$ cat config.mk
export PLATFORM = sky130hd
export DESIGN_NAME = multicycle_sequencer
export DESIGN_NICKNAME = d
export VERILOG_FILES = /design/src/rtl/multicycle_sequencer_pkg.sv /design/src/rtl/multicycle_sequencer_seq_flush_counter.sv /design/src/rtl/multicycle_sequencer.sv
export SDC_FILE = /design/constraint.sdc
export NUM_CORES = 1
export LEC_CHECK = 0
export BUFFER_PORTS_ARGS = -buffer_cell sky130_fd_sc_hd__clkbuf_2
export CORE_ASPECT_RATIO = 1.25
export CORE_MARGIN = 1.5
export CORE_UTILIZATION = 40
export CTS_CLUSTER_DIAMETER = 60
export DETAILED_ROUTE_END_ITERATION = 8
export GPL_TIMING_DRIVEN = 0
export PLACE_DENSITY = 0.6
export SYNTH_ARGS = -nofsm -noshare
export SYNTH_HDL_FRONTEND = slang
export SYNTH_HIERARCHICAL = 1
export SYNTH_SLANG_ARGS = --single-unit
$ cat constraint.sdc
create_clock -name clk -period 2.2 [get_ports clk]
set_clock_uncertainty 0.15 [all_clocks]
set_input_delay 0 -clock clk [delete_from_list [all_inputs] [get_ports clk]]
set_output_delay 0 -clock clk [all_outputs]
set_load 0.05 [all_outputs]
$ cat src/rtl/multicycle_sequencer_pkg.sv
// multicycle_sequencer_pkg: micro-op codes, sequencer states and reused opcodes
package multicycle_sequencer_pkg;
  localparam int CNT_W = 2;
  localparam logic [4:0] OP_LDM  = 5'h0A;
  localparam logic [4:0] OP_CALL = 5'h18;
  localparam logic [4:0] OP_RET  = 5'h19;
  localparam logic [4:0] OP_RTI  = 5'h1A;
  localparam logic [1:0] PC_SEQ  = 2'b00;
  localparam logic [1:0] PC_RDST = 2'b01;
  localparam logic [1:0] PC_POP  = 2'b10;
  localparam logic [1:0] PC_VEC  = 2'b11;
  typedef enum logic [3:0] {
    UOP_NONE     = 4'd0,
    UOP_LDM_IMM  = 4'd1,
    UOP_PUSH_PCL = 4'd2,
    UOP_PUSH_PCH = 4'd3,
    UOP_POP_PCH  = 4'd4,
    UOP_POP_PCL  = 4'd5,
    UOP_PUSH_FLG = 4'd6,
    UOP_POP_FLG  = 4'd7
  } uop_e;
  typedef enum logic [8:0] {
    SEQ_IDLE    = 9'b000000001,
    SEQ_LDM_IMM = 9'b000000010,
    SEQ_CALL_H  = 9'b000000100,
    SEQ_RET_L   = 9'b000001000,
    SEQ_RTI_H   = 9'b000010000,
    SEQ_RTI_L   = 9'b000100000,
    SEQ_INT_PCL = 9'b001000000,
    SEQ_INT_PCH = 9'b010000000,
    SEQ_FLUSH   = 9'b100000000
  } seq_state_e;
endpackage

$ cat src/rtl/multicycle_sequencer_seq_flush_counter.sv
// seq_flush_counter: loadable down-counter of wrong-path slots, flags the final slot
module seq_flush_counter
  import multicycle_sequencer_pkg::*;
(
  input  logic             clk,
  input  logic             rst,
  input  logic             i_load,
  input  logic [CNT_W-1:0] i_val,
  input  logic             i_dec,
  output logic             o_last
);
  logic [CNT_W-1:0] r_cnt;
  always_ff @(posedge clk) begin
    if (rst) r_cnt <= '0;
    else if (i_load) r_cnt <= i_val;
    else if (i_dec && r_cnt != '0) r_cnt <= r_cnt - 1'b1;
  end
  assign o_last = r_cnt == CNT_W'(1);
endmodule

$ cat src/rtl/multicycle_sequencer.sv
// multicycle_sequencer: decode-stage FSM stepping LDM, CALL, RET, RTI and interrupt entry
module multicycle_sequencer
  import multicycle_sequencer_pkg::*;
#(
  parameter int OPW        = 5,
  parameter int FLUSH_CALL = 1,
  parameter int FLUSH_RET  = 2,
  parameter int FLUSH_INT  = 2
) (
  input  logic           clk,
  input  logic           rst,
  input  logic [OPW-1:0] opcode,
  input  logic           dec_valid,
  input  logic           bubble,
  input  logic           int_req,
  output logic [3:0]     uop,
  output logic           stall_fetch,
  output logic           flush_dec,
  output logic [1:0]     pc_sel,
  output logic           pc_half,
  output logic           pc_load,
  output logic           int_ack,
  output logic           busy
);
  localparam seq_state_e S_AFTER_CALL = FLUSH_CALL == 0 ? SEQ_IDLE : SEQ_FLUSH;
  localparam seq_state_e S_AFTER_RET  = FLUSH_RET  == 0 ? SEQ_IDLE : SEQ_FLUSH;
  localparam seq_state_e S_AFTER_INT  = FLUSH_INT  == 0 ? SEQ_IDLE : SEQ_FLUSH;
  seq_state_e       r_state, w_next;
  uop_e             w_uop;
  logic             r_int_pend, w_load, w_dec, w_last;
  logic [CNT_W-1:0] w_load_val;
  seq_flush_counter u_cnt (
    .clk    (clk),
    .rst    (rst),
    .i_load (w_load),
    .i_val  (w_load_val),
    .i_dec  (w_dec),
    .o_last (w_last)
  );
  always_comb begin
    w_next      = r_state;
    w_uop       = UOP_NONE;
    stall_fetch = 1'b0;
    flush_dec   = 1'b0;
    pc_sel      = PC_SEQ;
    pc_half     = 1'b0;
    pc_load     = 1'b0;
    int_ack     = 1'b0;
    w_load      = 1'b0;
    w_load_val  = '0;
    w_dec       = 1'b0;
    // A hazard bubble freezes any in-flight step so it re-issues intact
    if (bubble && r_state != SEQ_IDLE && r_state != SEQ_FLUSH) stall_fetch = 1'b1;
    else begin
      unique case (r_state)
        SEQ_IDLE: if (!bubble) begin
          if (r_int_pend) begin
            w_uop = UOP_PUSH_FLG; flush_dec = 1'b1; stall_fetch = 1'b1; int_ack = 1'b1;
            w_next = SEQ_INT_PCL;
          end else if (dec_valid) begin
            if (opcode == OPW'(OP_LDM)) w_next = SEQ_LDM_IMM;
            else if (opcode == OPW'(OP_CALL)) begin
              w_uop = UOP_PUSH_PCL; stall_fetch = 1'b1; w_next = SEQ_CALL_H;
            end else if (opcode == OPW'(OP_RET)) begin
              w_uop = UOP_POP_PCH; stall_fetch = 1'b1; pc_sel = PC_POP; pc_half = 1'b1;
              pc_load = 1'b1; w_next = SEQ_RET_L;
            end else if (opcode == OPW'(OP_RTI)) begin
              w_uop = UOP_POP_FLG; stall_fetch = 1'b1; w_next = SEQ_RTI_H;
            end
          end
        end
        SEQ_LDM_IMM: begin
          w_uop = UOP_LDM_IMM; w_next = SEQ_IDLE;
        end
        SEQ_CALL_H: begin
          w_uop = UOP_PUSH_PCH; pc_sel = PC_RDST; pc_load = 1'b1;
          w_load = 1'b1; w_load_val = CNT_W'(FLUSH_CALL); w_next = S_AFTER_CALL;
        end
        SEQ_RET_L, SEQ_RTI_L: begin
          w_uop = UOP_POP_PCL; pc_sel = PC_POP; pc_load = 1'b1;
          w_load = 1'b1; w_load_val = CNT_W'(FLUSH_RET); w_next = S_AFTER_RET;
        end
        SEQ_RTI_H: begin
          w_uop = UOP_POP_PCH; pc_sel = PC_POP; pc_half = 1'b1; pc_load = 1'b1;
          stall_fetch = 1'b1; w_next = SEQ_RTI_L;
        end
        SEQ_INT_PCL: begin
          w_uop = UOP_PUSH_PCL; stall_fetch = 1'b1; w_next = SEQ_INT_PCH;
        end
        SEQ_INT_PCH: begin
          w_uop = UOP_PUSH_PCH; pc_sel = PC_VEC; pc_load = 1'b1;
          w_load = 1'b1; w_load_val = CNT_W'(FLUSH_INT); w_next = S_AFTER_INT;
        end
        SEQ_FLUSH: begin
          flush_dec = 1'b1; w_dec = 1'b1; w_next = w_last ? SEQ_IDLE : SEQ_FLUSH;
        end
        default: w_next = SEQ_IDLE;
      endcase
    end
  end
  always_ff @(posedge clk) begin
    if (rst) begin
      r_state    <= SEQ_IDLE;
      r_int_pend <= 1'b0;
    end else begin
      r_state    <= w_next;
      r_int_pend <= int_ack ? 1'b0 : (r_int_pend | int_req);
    end
  end
  assign uop  = w_uop;
  assign busy = r_state != SEQ_IDLE;
endmodule

==> qor.csv <==
stage,metric,value,unit
layout,diodes,0,
clock_network,cts_tree,yes,
setup_path,crit_chain,nor4_4 > nand3_4 > and4bb_2 > a41oi_4 > a221oi_4 > buf_8,
timing,finalWorstSetupSlack,-80.6,ps
synthesis,synth-async-reset-ratio,0,%
timing,setup_tns,-99.3,ps
detailed_routing,postRouteWirelength,3040,um
layout,fill_cells,189,
setup_path,crit_slowest_cell,nor4_4,
layout,fin_area,1540,um^2
clock_network,cts_buffers,3,
global_route,overflow,0,
power,p_per_area,800,nW/um^2
timing,min_period_over_period,104,%
synthesis,syn_area,990,um^2
placement,routabilityCongestion,0.804,
detailed_routing,drt_iter0_markers,29,
hold_path,min_path_type,input port to flop,
synthesis,synth_warnings,6,
synthesis,synth_cell_types,45,
setup_path,cp_max_fo,4,
synthesis,synth_ff_type,dfxtp_1,
detailed_routing,vias_per_cell,5.63,
synthesis,ys_seq_area_share,24.3,%
setup_path,crit_type,flop to output pin,
global_route,grt_max_degree,11,
timing,slew_violations,0,
setup_path,worstSetupStartpoint,r_state[5],
clock_network,insertion_delay,270,ps
detailed_routing,drcViolationCount,0,
setup_path,cp.arrival,2130,ps
setup_path,critical_path.endpoint_type,output pin,
setup_path,critPathRequiredTime,2050,ps
layout,area_growth,55.9,%
die,die_x,47.5,um
setup_path,slowest_delay,400,ps
global_route,grt_pass1_wl,4730,um
detailed_routing,drtPass1Iterations,4,
detailed_routing,num_vias,1132,
synthesis,ys_ff_latch,12,
timing,setup_viol,3,
clock_network,numClockSinks,12,
die,core-area,2260,um^2
timing,rsz0062_at_grt,true,
setup_path,cp-start-kind,flop,
clock_network,cts_buffer_depth,2,
layout,fin_cells,201,
clock_network,clk_pin_slew_worst_paths,70,ps
die,core.rowCount,19,
global_route,antenna_found_initial,0,
die,die_h,58.6,um
placement,portBuffers,20,
clock_network,cts-root-buf,clkbuf_4,
synthesis,synth-edff-count,0,
placement,hpwl,2050,um
placement,dpl-instance-area,1190,um^2
power,power.leakage,0.632,nW
synthesis,syn-instance-count,126,
job,maxCapViolCount,0,
global_route,grtUsageTotal,23.2,%
hold_path,hold_start,bubble,
clock_network,htreeDepth,1,
timing,min_period,2280,ps
run_status,violations,negative setup slack,
placement,dp_slack,-453,ps
timing,relSlewSlack,66.3,%
synthesis,synthesis.nets,138,
synthesis,syn_area_per_cell,7.85,um^2
setup_path,r2r-start,r_state[5],
layout,layout-drive-gt1-share,42.4,%
detailed_routing,wl_per_cell,15.1,um
run_status,outcome,"finished, violations left",
timing,worst_slew_pin_slew,503,ps
global_route,grt_pass1_vias,1099,
die,ios,22,
placement,placed_cells_incl_taps,177,
detailed_routing,ant_nets,0,
die,die_area,2780,um^2
layout,finalNetCount,183,
timing,hold_viol,0,
timing,max_freq,438,MHz
die,start_util,43.8,%
power,vdd_ir_drop_max,0.000568,V
## registers in the layout, indices dropped and copies added, names as in the netlist
register / cells
r_state: 9
u_cnt/r_cnt: 2
r_int_pend: 1
## layout make-up
class / count / area [um^2] / share of cell area [%]
Buffer: 3 / 16.3 / 1.05
Timing Repair Buffer: 41 / 329 / 21.3
Sequential cell: 12 / 249 / 16.1
Tap cell: 31 / 38.8 / 2.51
Clock buffer: 4 / 36.3 / 2.35
Inverter: 6 / 22.5 / 1.46
Multi-Input combinational cell: 104 / 851 / 55.2
## cell usage after synthesis (all sizes together), types with 2 or more instances
master,number,area [um^2]
nand4b,5,50.0
inv,6,22.5
nor2b,3,26.3
xnor2,2,17.5
ha,2,25.0
nand4,4,25.0
xor2,2,17.5
nor3,7,40.0
dfxtp,12,240
nand2b,3,18.8
nand3b,2,15.0
and2,2,13.8
nor2,13,48.8
a31oi,4,25.0
and4b,2,21.3
a21oi,13,65.1
o21ai,5,25.0
nand3,4,25.0
and3b,2,17.5
nand2,13,48.8
buf,3,17.5
## worst max-delay path: cells and delay by family (launching register included)
kind / cells / cell delay (ps)
buf+inv: 1 / 180
compound gates: 2 / 430
simple gates: 3 / 880
flops: 1 / 360
## path summary, 6_finish.rpt
| path | end | slack [ps] | cells past startpoint |
|---|---|---|---|
| setup / recovery | pc_sel[1] | -80 | 6 |
| hold / removal | r_state[5] | 50 | 4 |
| setup reg to reg | r_state[8] | 110 | 7 |
| hold reg to reg | r_state[3] | 350 | 2 |
## through the flow
step | util [%] | power (mW) | hold WS, ps
after global routing | 68.3 | 1.30 | 74.0
after floorplan | - | 0.747 | -85.4
after CTS | 63.2 | 1.12 | 37.1
final | 68.3 | 1.23 | 48.2
after global placement | 52.7 | 0.858 | 72.7
after detailed placement | 52.7 | 0.866 | 80.2
## layout by cell type, fill, tap and decap left out, types with 3 or more instances in the layout
cell type      instances
a21oi_1               11
a31oi_4                3
buf_4                 15
buf_6                  3
buf_8                  4
clkbuf_2              13
clkbuf_4               3
dfxtp_1                7
dfxtp_2                4
dlygate4sd3_1          6
inv_1                  6
nand2_1               13
nand2b_1               3
nand3_1                3
nand4_1                4
nand4b_1               4
nor2_1                11
nor3_1                 4
nor3_4                 3
o21ai_0                4
## logic make-up after synthesis
group / synth area share [%]
adder cells (fa/ha/maj): 2.53
AO/OA/AOI/OAI: 23.6
other: 0.379
AND/OR/NAND/NOR: 41.2
XOR/XNOR: 3.54
flip-flops: 24.3
buffers and inverters: 4.42
## where the power goes
| part | internal (mW) | switching (mW) |
|---|---|---|
| Combinational | 0.314 | 0.453 |
| Sequential | 0.240 | 0.0507 |
| Clock | 0.101 | 0.0748 |
| Total | 0.655 | 0.578 |
## metal layers
| metal | part of all wire, % | routed length, um | GRT usage [%] |
|---|---|---|---|
| met1 | 39 | 1190 | 26.5 |
| met2 | 57 | 1730 | 42.3 |
| met3 | 3.2 | 96 | 4.91 |
| met4 | 0.72 | 22 | 4.76 |
| met5 | 0 | 0 | 0 |
## what timing repair did
item,CTS,global route
setup endpoints to repair,12,19
pin swaps,7,6
buffers inserted,7,10
resized for setup,21,23
hold buffers,6,0
endpoints found under the hold margin,6,0
(Power assumes the default switching activity.)
